===== src/rtl/hamming_pkg.sv =====
// hamming_pkg: shared Hamming(7,4) position map, frame states and encoder
package hamming_pkg;
  typedef enum logic [1:0] {IDLE, START, DATA, STOP} state_t;
  localparam int P1 = 0;
  localparam int P2 = 1;
  localparam int P4 = 3;
  function automatic logic [6:0] hamming74_encode(input logic [3:0] d);
    logic [6:0] c;
    c = {d[3], d[2], d[1], 1'b0, d[0], 2'b00};
    c[P1] = d[0] ^ d[1] ^ d[3];
    c[P2] = d[0] ^ d[2] ^ d[3];
    c[P4] = d[1] ^ d[2] ^ d[3];
    return c;
  endfunction
endpackage


===== src/rtl/hamming_tx_baud_gen.sv =====
// baud_gen: enabled bit-period counter with a one-cycle tick on its last count
module baud_gen #(
  parameter int DIV = 2812
) (
  input  logic clk,
  input  logic rst_n,
  input  logic en,
  output logic tick
);
  localparam int W = $clog2(DIV);
  localparam logic [W-1:0] LAST = W'(DIV - 1);
  logic [W-1:0] cnt;
  assign tick = en && cnt == LAST;
  always_ff @(posedge clk or negedge rst_n)
    if (!rst_n) cnt <= '0;
    else cnt <= (!en || tick) ? '0 : cnt + 1'b1;
endmodule


===== src/rtl/hamming_tx.sv =====
// hamming_tx: Hamming(7,4) encoder with error injection and start/data/stop serial transmitter
module hamming_tx
  import hamming_pkg::*;
#(
  parameter int CLK_HZ   = 27_000_000,
  parameter int BAUD     = 9600,
  parameter int BAUD_DIV = CLK_HZ / BAUD
) (
  input  logic       clk,
  input  logic       rst_n,
  input  logic [3:0] i,
  input  logic [2:0] err_pos,
  input  logic       in_valid,
  output logic       in_ready,
  output logic       tx,
  output logic       busy,
  output logic       done,
  output logic [6:0] cw_out
);
  if (BAUD_DIV < 2) begin : g_div_chk
    $error("hamming_tx: BAUD_DIV must be >= 2");
  end
  state_t     state;
  logic [6:0] cw;
  logic [6:0] sh;
  logic [2:0] bit_cnt;
  logic       tick;
  assign cw = hamming74_encode(i) ^ (err_pos == 3'd0 ? 7'd0 : 7'd1 << (err_pos - 3'd1));
  baud_gen #(.DIV(BAUD_DIV)) u_baud (
    .clk  (clk),
    .rst_n(rst_n),
    .en   (state != IDLE),
    .tick (tick)
  );
  // sh is a private copy shifted out LSB first so cw_out stays stable for the whole frame
  always_ff @(posedge clk or negedge rst_n)
    if (!rst_n) begin
      state    <= IDLE;
      tx       <= 1'b1;
      in_ready <= 1'b1;
      busy     <= 1'b0;
      done     <= 1'b0;
      cw_out   <= '0;
      sh       <= '0;
      bit_cnt  <= '0;
    end else begin
      done <= 1'b0;
      case (state)
        IDLE: if (in_valid && in_ready) begin
          state    <= START;
          tx       <= 1'b0;
          in_ready <= 1'b0;
          busy     <= 1'b1;
          cw_out   <= cw;
          sh       <= cw;
        end
        START: if (tick) begin
          state   <= DATA;
          tx      <= sh[0];
          sh      <= sh >> 1;
          bit_cnt <= '0;
        end
        DATA: if (tick) begin
          if (bit_cnt == 3'd6) begin
            state <= STOP;
            tx    <= 1'b1;
          end else begin
            tx      <= sh[0];
            sh      <= sh >> 1;
            bit_cnt <= bit_cnt + 3'd1;
          end
        end
        STOP: if (tick) begin
          state    <= IDLE;
          done     <= 1'b1;
          busy     <= 1'b0;
          in_ready <= 1'b1;
        end
      endcase
    end
endmodule


===== config.mk =====
export PLATFORM = sky130hd
export DESIGN_NAME = hamming_tx
export DESIGN_NICKNAME = d
export VERILOG_FILES = /design/src/rtl/hamming_pkg.sv /design/src/rtl/hamming_tx_baud_gen.sv /design/src/rtl/hamming_tx.sv
export SDC_FILE = /design/constraint.sdc
export NUM_CORES = 1
export LEC_CHECK = 0
export BUFFER_PORTS_ARGS = -buffer_cell sky130_fd_sc_hd__buf_2
export CAP_MARGIN = 20
export CELL_PAD_IN_SITES_DETAIL_PLACEMENT = 2
export CELL_PAD_IN_SITES_GLOBAL_PLACEMENT = 2
export CORE_MARGIN = 3
export CORE_UTILIZATION = 38
export DETAILED_ROUTE_END_ITERATION = 8
export GPL_ROUTABILITY_DRIVEN = 1
export PLACE_DENSITY = 0.87
export SYNTH_ARGS = -nofsm -noshare
export SYNTH_HDL_FRONTEND = slang
export SYNTH_SLANG_ARGS = --single-unit

===== constraint.sdc =====
create_clock -name clk -period 3.1 [get_ports clk]
set_input_delay 0.62 -clock clk [delete_from_list [all_inputs] [get_ports clk]]
set_output_delay 0.62 -clock clk [all_outputs]
set_load 0.05 [all_outputs]

Yosys cells after proc, flatten, opt, wreduce, memory -nomap -nowiden. Cells that the tools add are included.

Input port bits: 10. Bits in registers: 35. Word-level logic and storage cells: 76.

Multiplexer cells: 29. Reductions and logical operators: 16. Equality and inequality tests: 11. Bitwise operators: 7. Shift-type cells: 1. Add/subtract/negate cells: 3.

Operators with widths (count): 7-bit two-way mux (5); 7-bit one-hot mux with 3 select lines (1); 12-bit by 1-bit adder with 12-bit output, second input constant (1); 12-bit equality test, second input constant (1); 12-bit two-way mux (1); 2-bit two-way mux (5); 5-bit AND reduction (2); 1-bit two-way mux (9); 3-bit two-way mux (3); 2-bit one-hot mux with 4 select lines (1); 4-bit AND reduction (2); 1-bit by 3-bit left shift with 7-bit output, first input constant (1); 7-bit XOR (1); 2-bit by 1-bit != test with 1-bit output, second input constant (3); 2-bit != test, second input constant (3); 3-bit one-hot mux with 2 select lines (1); 2-bit nonzero test (3); 1-bit XOR (6); 2-bit equality test, second input constant (2); 1-bit one-hot mux with 2 select lines (2); 3-bit by 1-bit adder with 3-bit output, second input constant (1); 3-bit equality test, second input constant (1); 3-bit logical NOT (1); 1-bit one-hot mux with 3 select lines (1); other kinds (9) (10).

Depth between registers and ports, before layout. Gate-level depths: netlist of run 1.

Depth in word-level cells: 6. Gate-level depth with buffers: 7. Depth with buffers taken out: 6.

Cells and area by module. From an unflattened synthesis of run 1, not the netlist that was laid out.

Cell total of the unflattened synthesis: 185. Area total of the unflattened synthesis: 1958.1 sq um.

Modules (own cells, without submodules): hamming_tx (cells an instance 125, area an instance 1322.5 sq um, instances 1); baud_gen (cells an instance 60, area an instance 635.6 sq um, instances 1).

Worst setup path after synthesis of run 1. OpenSTA, ideal clock, no wires.

Path type: register -> register. Start point: register state[0]. End point: register sh[2]. Data arrival time: 2.108 ns. Slack: 0.867 ns. Cell stages (with the launch flop): 8. Data required time: 2.975 ns. Buffers on the path: 1. Clock period less this slack: 2.233 ns. Path through: dfrtp_1 inv_1 ha_1 or3b_2 nor4_4 o211a_1 buf_6 mux2_4.

Longest elaborated chain between the ends: 4. Elaborated cells between the ends (all ways): 12.

RTL lines: from (decl) (RTL line hamming_tx.sv:23) `state_t state;`; from (signal assigned) (RTL line hamming_tx.sv:38) `state <= IDLE;`; from (signal assigned) (RTL line hamming_tx.sv:50) `state <= START;`; from (signal assigned) (RTL line hamming_tx.sv:58) `state <= DATA;`; 2-bit nonzero test (RTL line hamming_tx.sv:32) `.en (state != IDLE),`; 1-bit logical AND (RTL line hamming_tx_baud_gen.sv:13) `assign tick = en && cnt == LAST;`; 2-bit by 1-bit != test with 1-bit output (no source line); 5-bit AND reduction (no source line); to (signal assigned) (RTL line hamming_tx.sv:55) `sh <= cw;`; to (signal assigned) (RTL line hamming_tx.sv:60) `sh <= sh >> 1;`; to (signal assigned) (RTL line hamming_tx.sv:69) `sh <= sh >> 1;`; to (decl) (RTL line hamming_tx.sv:25) `logic [6:0] sh;`.

Parallel ways exist; a longest one is shown, timed or not. A chain may end at the register's enable or synchronous reset.

Worst setup path in the final report of run 1.
Start point: register state[0]. End point: register sh[4].

Same word-level chain as after synthesis.

==> run metrics, run 1 <==
crit-path cells inv_1 -> ha_1 -> or3b_2 -> nor4_4 -> o211a_1 -> mux2_4; Power Density 394 nW/um^2; WL met3 108 um; Hold Crit Class input port to asynchronous set/reset pin; first-pass GRT wire length 9070 um; Synth Instances 184; CTS-repair resized insts 0; Worst Skew 3.80 ps; synth top area cells dfrtp_1, ha_1, o21ai_0; Synth Cell Area 1960 um^2; Rel. slew slack 36.7%; cell taking the most area after synthesis dfrtp_1; clk sinks 35; clock latency on the worst-skew pair 290 ps; Required @ worst endpoint 3280 ps; # IOs 21; starting density of the core 40.4%; Synth Register Bits 35; WL/cell 20.3 um; DRT iter0 DRCs 69; met1 wire length 2320 um; GRT Total Usage 20.0%; most common cell after layout, fill and taps aside dfrtp_1; crit path time final 2700 ps; Yosys top cell area share 42.1%; Peak Freq 0.370 GHz; vias in the first global route 1692; DRC 0; Worst R2R Path Depth 6; TritonCTS clock tree built; Post-DP HPWL 3920 um; Core Util, Final 45.2%; Pleak 1.03 nW; Final nets 226; Critical Path Stages 6; post-synth net total 202; core area 4850 um^2; initial antenna violation count 0; Max Cap Violations 0; Root Driver clkbuf_8; Worst path slowest cell o211a_1; vias 1481; Die H 77.8 um; H-tree depth 2; final hold viol count 0; chip width 77.8 um; crit share post-route 87.2%; unrepaired setup endpoints after global routing no; FP Rows 25; DRT Wirelength 5590 um; Clock Path Buffers 2; RD Place Congestion 0.749; drt pass-1 iters 4; crit path DAT 2880 ps; Tightest Pin Transition 937 ps; critical-path maximum fanout 10; Clock transition at path regs 70 ps; vias per cell 5.37; postcts setup bufs 0; # diodes 0; cts bufs inserted 5; Final Max Slew Viols 0; crit path kind flip-flop to flip-flop; Post-DRT Antenna Nets 0; total negative slack 0 ps; top sig layer met4; Worst path max stage delay 520 ps; PortBufs 20; pin count of the biggest net entering global routing 36; status finished clean; Critical Path Source Type flip-flop; Worst Path Buf+Inv 1; Max VDD drop 0.000249 V; layout cells sized above 1 22.0%; Synth warnings 0; GRT overflow 0; Synth-to-Final Area Change 11.7%; Unique masters post-synth 41; CP endpoint kind flip-flop; cell family with most CP delay simple AND/OR/NAND/NOR gates; Final Setup Violations 0; Synth Area per Inst 10.7 um^2; die area 6060 um^2; # hold bufs at CTS 0; Seq/Total Area, Yosys 44.8%; met2 WL post-DR 3070 um; most frequent cells in the layout dfrtp_1, o21ai_0, buf_2, nand2_1, nor2_1
## Yosys cell counts, drive strengths merged
cell type,n
nand2b,1
nor2,14
nor3,2
buf,2
ha,8
a21boi,3
nor4,3
o21a,1
inv,9
mux2,9
bufbuf,1
and2,1
a31oi,1
mux2i,4
nand4,2
o211a,2
nand3b,3
o41ai,1
or3b,2
a21oi,5
nor3b,2
or3,3
xor2,6
a21o,1
o21ai,20
or4,1
nand2,19
o31ai,1
xnor2,7
o21bai,2
a2111oi,1
dfrtp,33
dfstp,2
clkbuf,2
nand3,7
xnor3,3
## state kept, by name (all words and copies together), names as in the netlist
signal / flops
bit_cnt: 3
cw_out: 7
done: 1
u_baud.cnt: 12
state: 2
busy: 1
tx: 1
sh: 7
in_ready: 1
## area by class of cell
class | count | area (um^2)
clock buffers | 7 | 86.3
clock inverters | 1 | 5.00
fillers | 516 | 2660
inverters | 9 | 33.8
multi-input cells | 135 | 992
flip-flops and latches | 35 | 878
well taps | 67 | 83.8
repair buffers | 22 | 111
## power breakdown
group	switching [W]	total [W]	internal, W
sequential	0	0.000457	0.000457
clock	0.000171	0.000350	0.000179
combinational	0.0000334	0.0000570	0.0000236
total	0.000204	0.000864	0.000659
## per-layer routing
metal  global-route usage (%)  vias up
met1                     22.2      767
met4                     6.94        0
met3                     4.41        8
met5                        0        -
met2                     37.2       15
li1                         -      691
## worst paths after layout
check	from	end	slack [ps]
max reg2reg	state[0]	sh[4]	400
max in group asynchronous	rst_n	done	2170
min in group clk	cw_out[3]	cw_out[3]	500
max	state[0]	sh[4]	400
min	rst_n	cw_out[3]	410
min reg2reg	cw_out[3]	cw_out[3]	500
## kinds of logic after synthesis
| logic type | Yosys count | synth area share (%) |
|---|---|---|
| multiplexers | 13 | 8.17 |
| AND/OR/NAND/NOR | 60 | 16.3 |
| AO/OA/AOI/OAI | 38 | 11.7 |
| XOR/XNOR | 16 | 9.25 |
| buffers and inverters | 14 | 4.59 |
| adder cells (fa/ha/maj) | 8 | 5.11 |
| flip-flops | 35 | 44.8 |
## per-stage QoR
stage	instance area, um^2	total power (W)	cells	hold slack [ps]	setup slack, ps
global placement	2100	0.000518	267	459	619
detailed placement	2100	0.000522	267	477	401
floorplan	1960	0.000494	184	324	867
CTS	2190	0.000873	275	433	389
finish	2190	0.000864	276	410	398
global route	2190	0.000902	276	459	273
No activity file was read; power rests on OpenSTA's default activity.
==> run 2: changes to the inputs <==
--- a/config.mk
+++ b/config.mk
@@ -7,13 +7,12 @@
 export LEC_CHECK = 0
 export BUFFER_PORTS_ARGS = -buffer_cell sky130_fd_sc_hd__buf_2
 export CAP_MARGIN = 20
-export CELL_PAD_IN_SITES_DETAIL_PLACEMENT = 2
-export CELL_PAD_IN_SITES_GLOBAL_PLACEMENT = 2
 export CORE_MARGIN = 3
-export CORE_UTILIZATION = 38
+export CORE_UTILIZATION = 40
+export CTS_BUF_LIST = sky130_fd_sc_hd__clkbuf_16
 export DETAILED_ROUTE_END_ITERATION = 8
 export GPL_ROUTABILITY_DRIVEN = 1
-export PLACE_DENSITY = 0.87
+export PLACE_DENSITY = 0.66
 export SYNTH_ARGS = -nofsm -noshare
 export SYNTH_HDL_FRONTEND = slang
 export SYNTH_SLANG_ARGS = --single-unit
==> run 2 against run 1 <==
Register-to-register slack improved by 280 ps. Final cell count is 1.1% lower. Design area up 2.0%. Combinational power down 9.8%. Total power increased by 12%. Largest power group unchanged. Highest routed layer unchanged.
==> run metrics, run 2 (synthesis gave the netlist of run 1 again) <==
Inst Count DP 266 (-0.37%); Top reg by flops u_baud.cnt; drt pass-1 iters 4 (unchanged); Final Setup Violations 0 (unchanged); vias 1347 (-9.0%); crit share post-route 78.3% (-8.9 points); Worst path slowest cell or3b_2; crit-path cells inv_1 -> ha_1 -> or3b_2 -> nor4_4 -> buf_4 -> o211a_1 -> mux2_4; crit path time final 2430 ps (-276 ps); Critical Path Source Type flip-flop; most common cell after layout, fill and taps aside dfrtp_1; unrepaired setup endpoints after global routing no; first-pass GRT wire length 6110 um (-33%); DRT iter0 DRCs 54 (-22%); critical-path maximum fanout 10 (unchanged); DRT Wirelength 3520 um (-37%); Root Driver clkbuf_16; total negative slack 0 ps (unchanged); DRC 0 (unchanged); final setup margin 674 ps (+276 ps); Synth-to-Final Area Change 14.0%; Peak Freq 0.412 GHz (+11%); Tightest Pin Transition 932 ps (-5.15 ps); final hold viol count 0 (unchanged); layout cells sized above 1 22.1% (+0.11 points); status finished clean; Layout Cells excl Fill 273 (-1.1%); vias in the first global route 1309 (-23%); most frequent cells in the layout dfrtp_1, o21ai_0, buf_2, nand2_1, nor2_1; Worst path max stage delay 500 ps (-20 ps); crit path kind flip-flop to flip-flop; Rel. slew slack 36.3% (-0.45 points); Pleak 1.06 nW (+2.2%); Die H 76.0 um (-2.3%); Worst Skew 4.83 ps (+1.03 ps); H-tree depth 2 (unchanged); RD Place Congestion 0.743 (-0.89%); cts bufs inserted 5 (unchanged); GRT Total Usage 12.9% (-7.1 points); # IOs 21 (unchanged); PortBufs 20 (unchanged); TritonCTS clock tree built; Clock Path Buffers 2 (unchanged); Clock transition at path regs 50 ps (-20 ps); starting density of the core 43.2% (+2.8 points); vias per cell 4.93 (-8.0%); Max VDD drop 0.000365 V (+47%); pin count of the biggest net entering global routing 36 (unchanged); FP Rows 24 (-4.0%); Hold Crit Class input port to asynchronous set/reset pin; Filler cells 434 (-16%); Final nets 226 (unchanged); Top Registers u_baud.cnt x12, cw_out x7, sh x7; Final Max Slew Viols 0 (unchanged); GRT overflow 0 (unchanged); Required @ worst endpoint 3250 ps (-30 ps); clock latency on the worst-skew pair 270 ps (-20 ps); Post-DRT Antenna Nets 0 (unchanged); chip width 76.0 um (-2.3%); clk sinks 35 (unchanged); Post-DP HPWL 2510 um (-36%); core area 4530 um^2 (-6.5%); initial antenna violation count 0 (unchanged); die area 5780 um^2 (-4.6%); Power Density 433 nW/um^2 (+9.8%); # hold bufs at CTS 0 (unchanged); number of flip-flops under the largest register name 12 (unchanged); crit path DAT 2580 ps (-300 ps); CP endpoint kind flip-flop; Max Cap Violations 0 (unchanged); postcts setup bufs 0 (unchanged); WL/cell 12.9 um (-36%); # diodes 0 (unchanged); dpl ws 662 ps (+261 ps); CTS-repair resized insts 0 (unchanged)
[run 2: changes by cell type in the layout (fill, tap and decap cells not counted)]
cell	previous run	this run
clkbuf_16	0	5
clkbuf_1	2	0
clkinv_1	0	1
clkbuf_8	6	0
buf_4	1	2
[run 2: final cells by class]
class	count	area (um^2)	area share, %
inverters	9	33.8	1.51
well taps	65	81.3	3.64
clock inverters	2	8.76	0.392
repair buffers	22	115	5.15
clock buffers	5	125	5.60
multi-input cells	135	992	44.4
flip-flops and latches	35	878	39.3
[run 2: routing by layer]
layer / vias to the layer above / track usage (%) / routed length [um]
met4: 0 / 5.43 / 66
met2: 11 / 19.9 / 1620
met1: 639 / 17.5 / 1770
met5: - / 0 / 0
met3: 5 / 2.84 / 60
li1: 692 / - / -
[run 2: worst paths after layout]
check | startpoint | end | slack (ps) | depth (start not counted)
worst min-delay path | rst_n | u_baud.cnt[10] | 410 | 1
worst max-delay path | state[0] | sh[5] | 670 | 7
worst max register to register | state[0] | sh[5] | 670 | 7
max in group asynchronous | rst_n | bit_cnt[1] | 2200 | 1
worst min register to register | cw_out[5] | cw_out[5] | 480 | 2
min in group clk | cw_out[5] | cw_out[5] | 480 | 2
[run 2: metrics by stage]
stage / hold WS [ps] / area (um^2) / total power [W] / util [%]
2_1_floorplan: 324 / 1960 / 0.000494 / -
6_report: 415 / 2230 / 0.000967 / 49.3
3_5_place_dp: 472 / 2100 / 0.000518 / 46.3
4_1_cts: 443 / 2230 / 0.000980 / 49.3
3_3_place_gp: 459 / 2100 / 0.000518 / 46.3
5_1_grt: 484 / 2230 / 0.00100 / 49.3
[run 2: power by group]
part	switching (W)	leakage (nW)	internal [W]	total, W
sequential	0	0.447	0.000458	0.000458
combinational	0.0000279	0.543	0.0000234	0.0000514
clock	0.000170	0.0671	0.000288	0.000458
[run 2: critical path, delay by kind of cell (launching register included)]
family | cells | cell delay [ps]
AOI/OAI and AO/OA | 1 | 410
muxes | 1 | 330
adders and majority gates | 1 | 270
buffers and inverters | 2 | 280
and+or+nand+nor | 2 | 640
DFF | 1 | 370
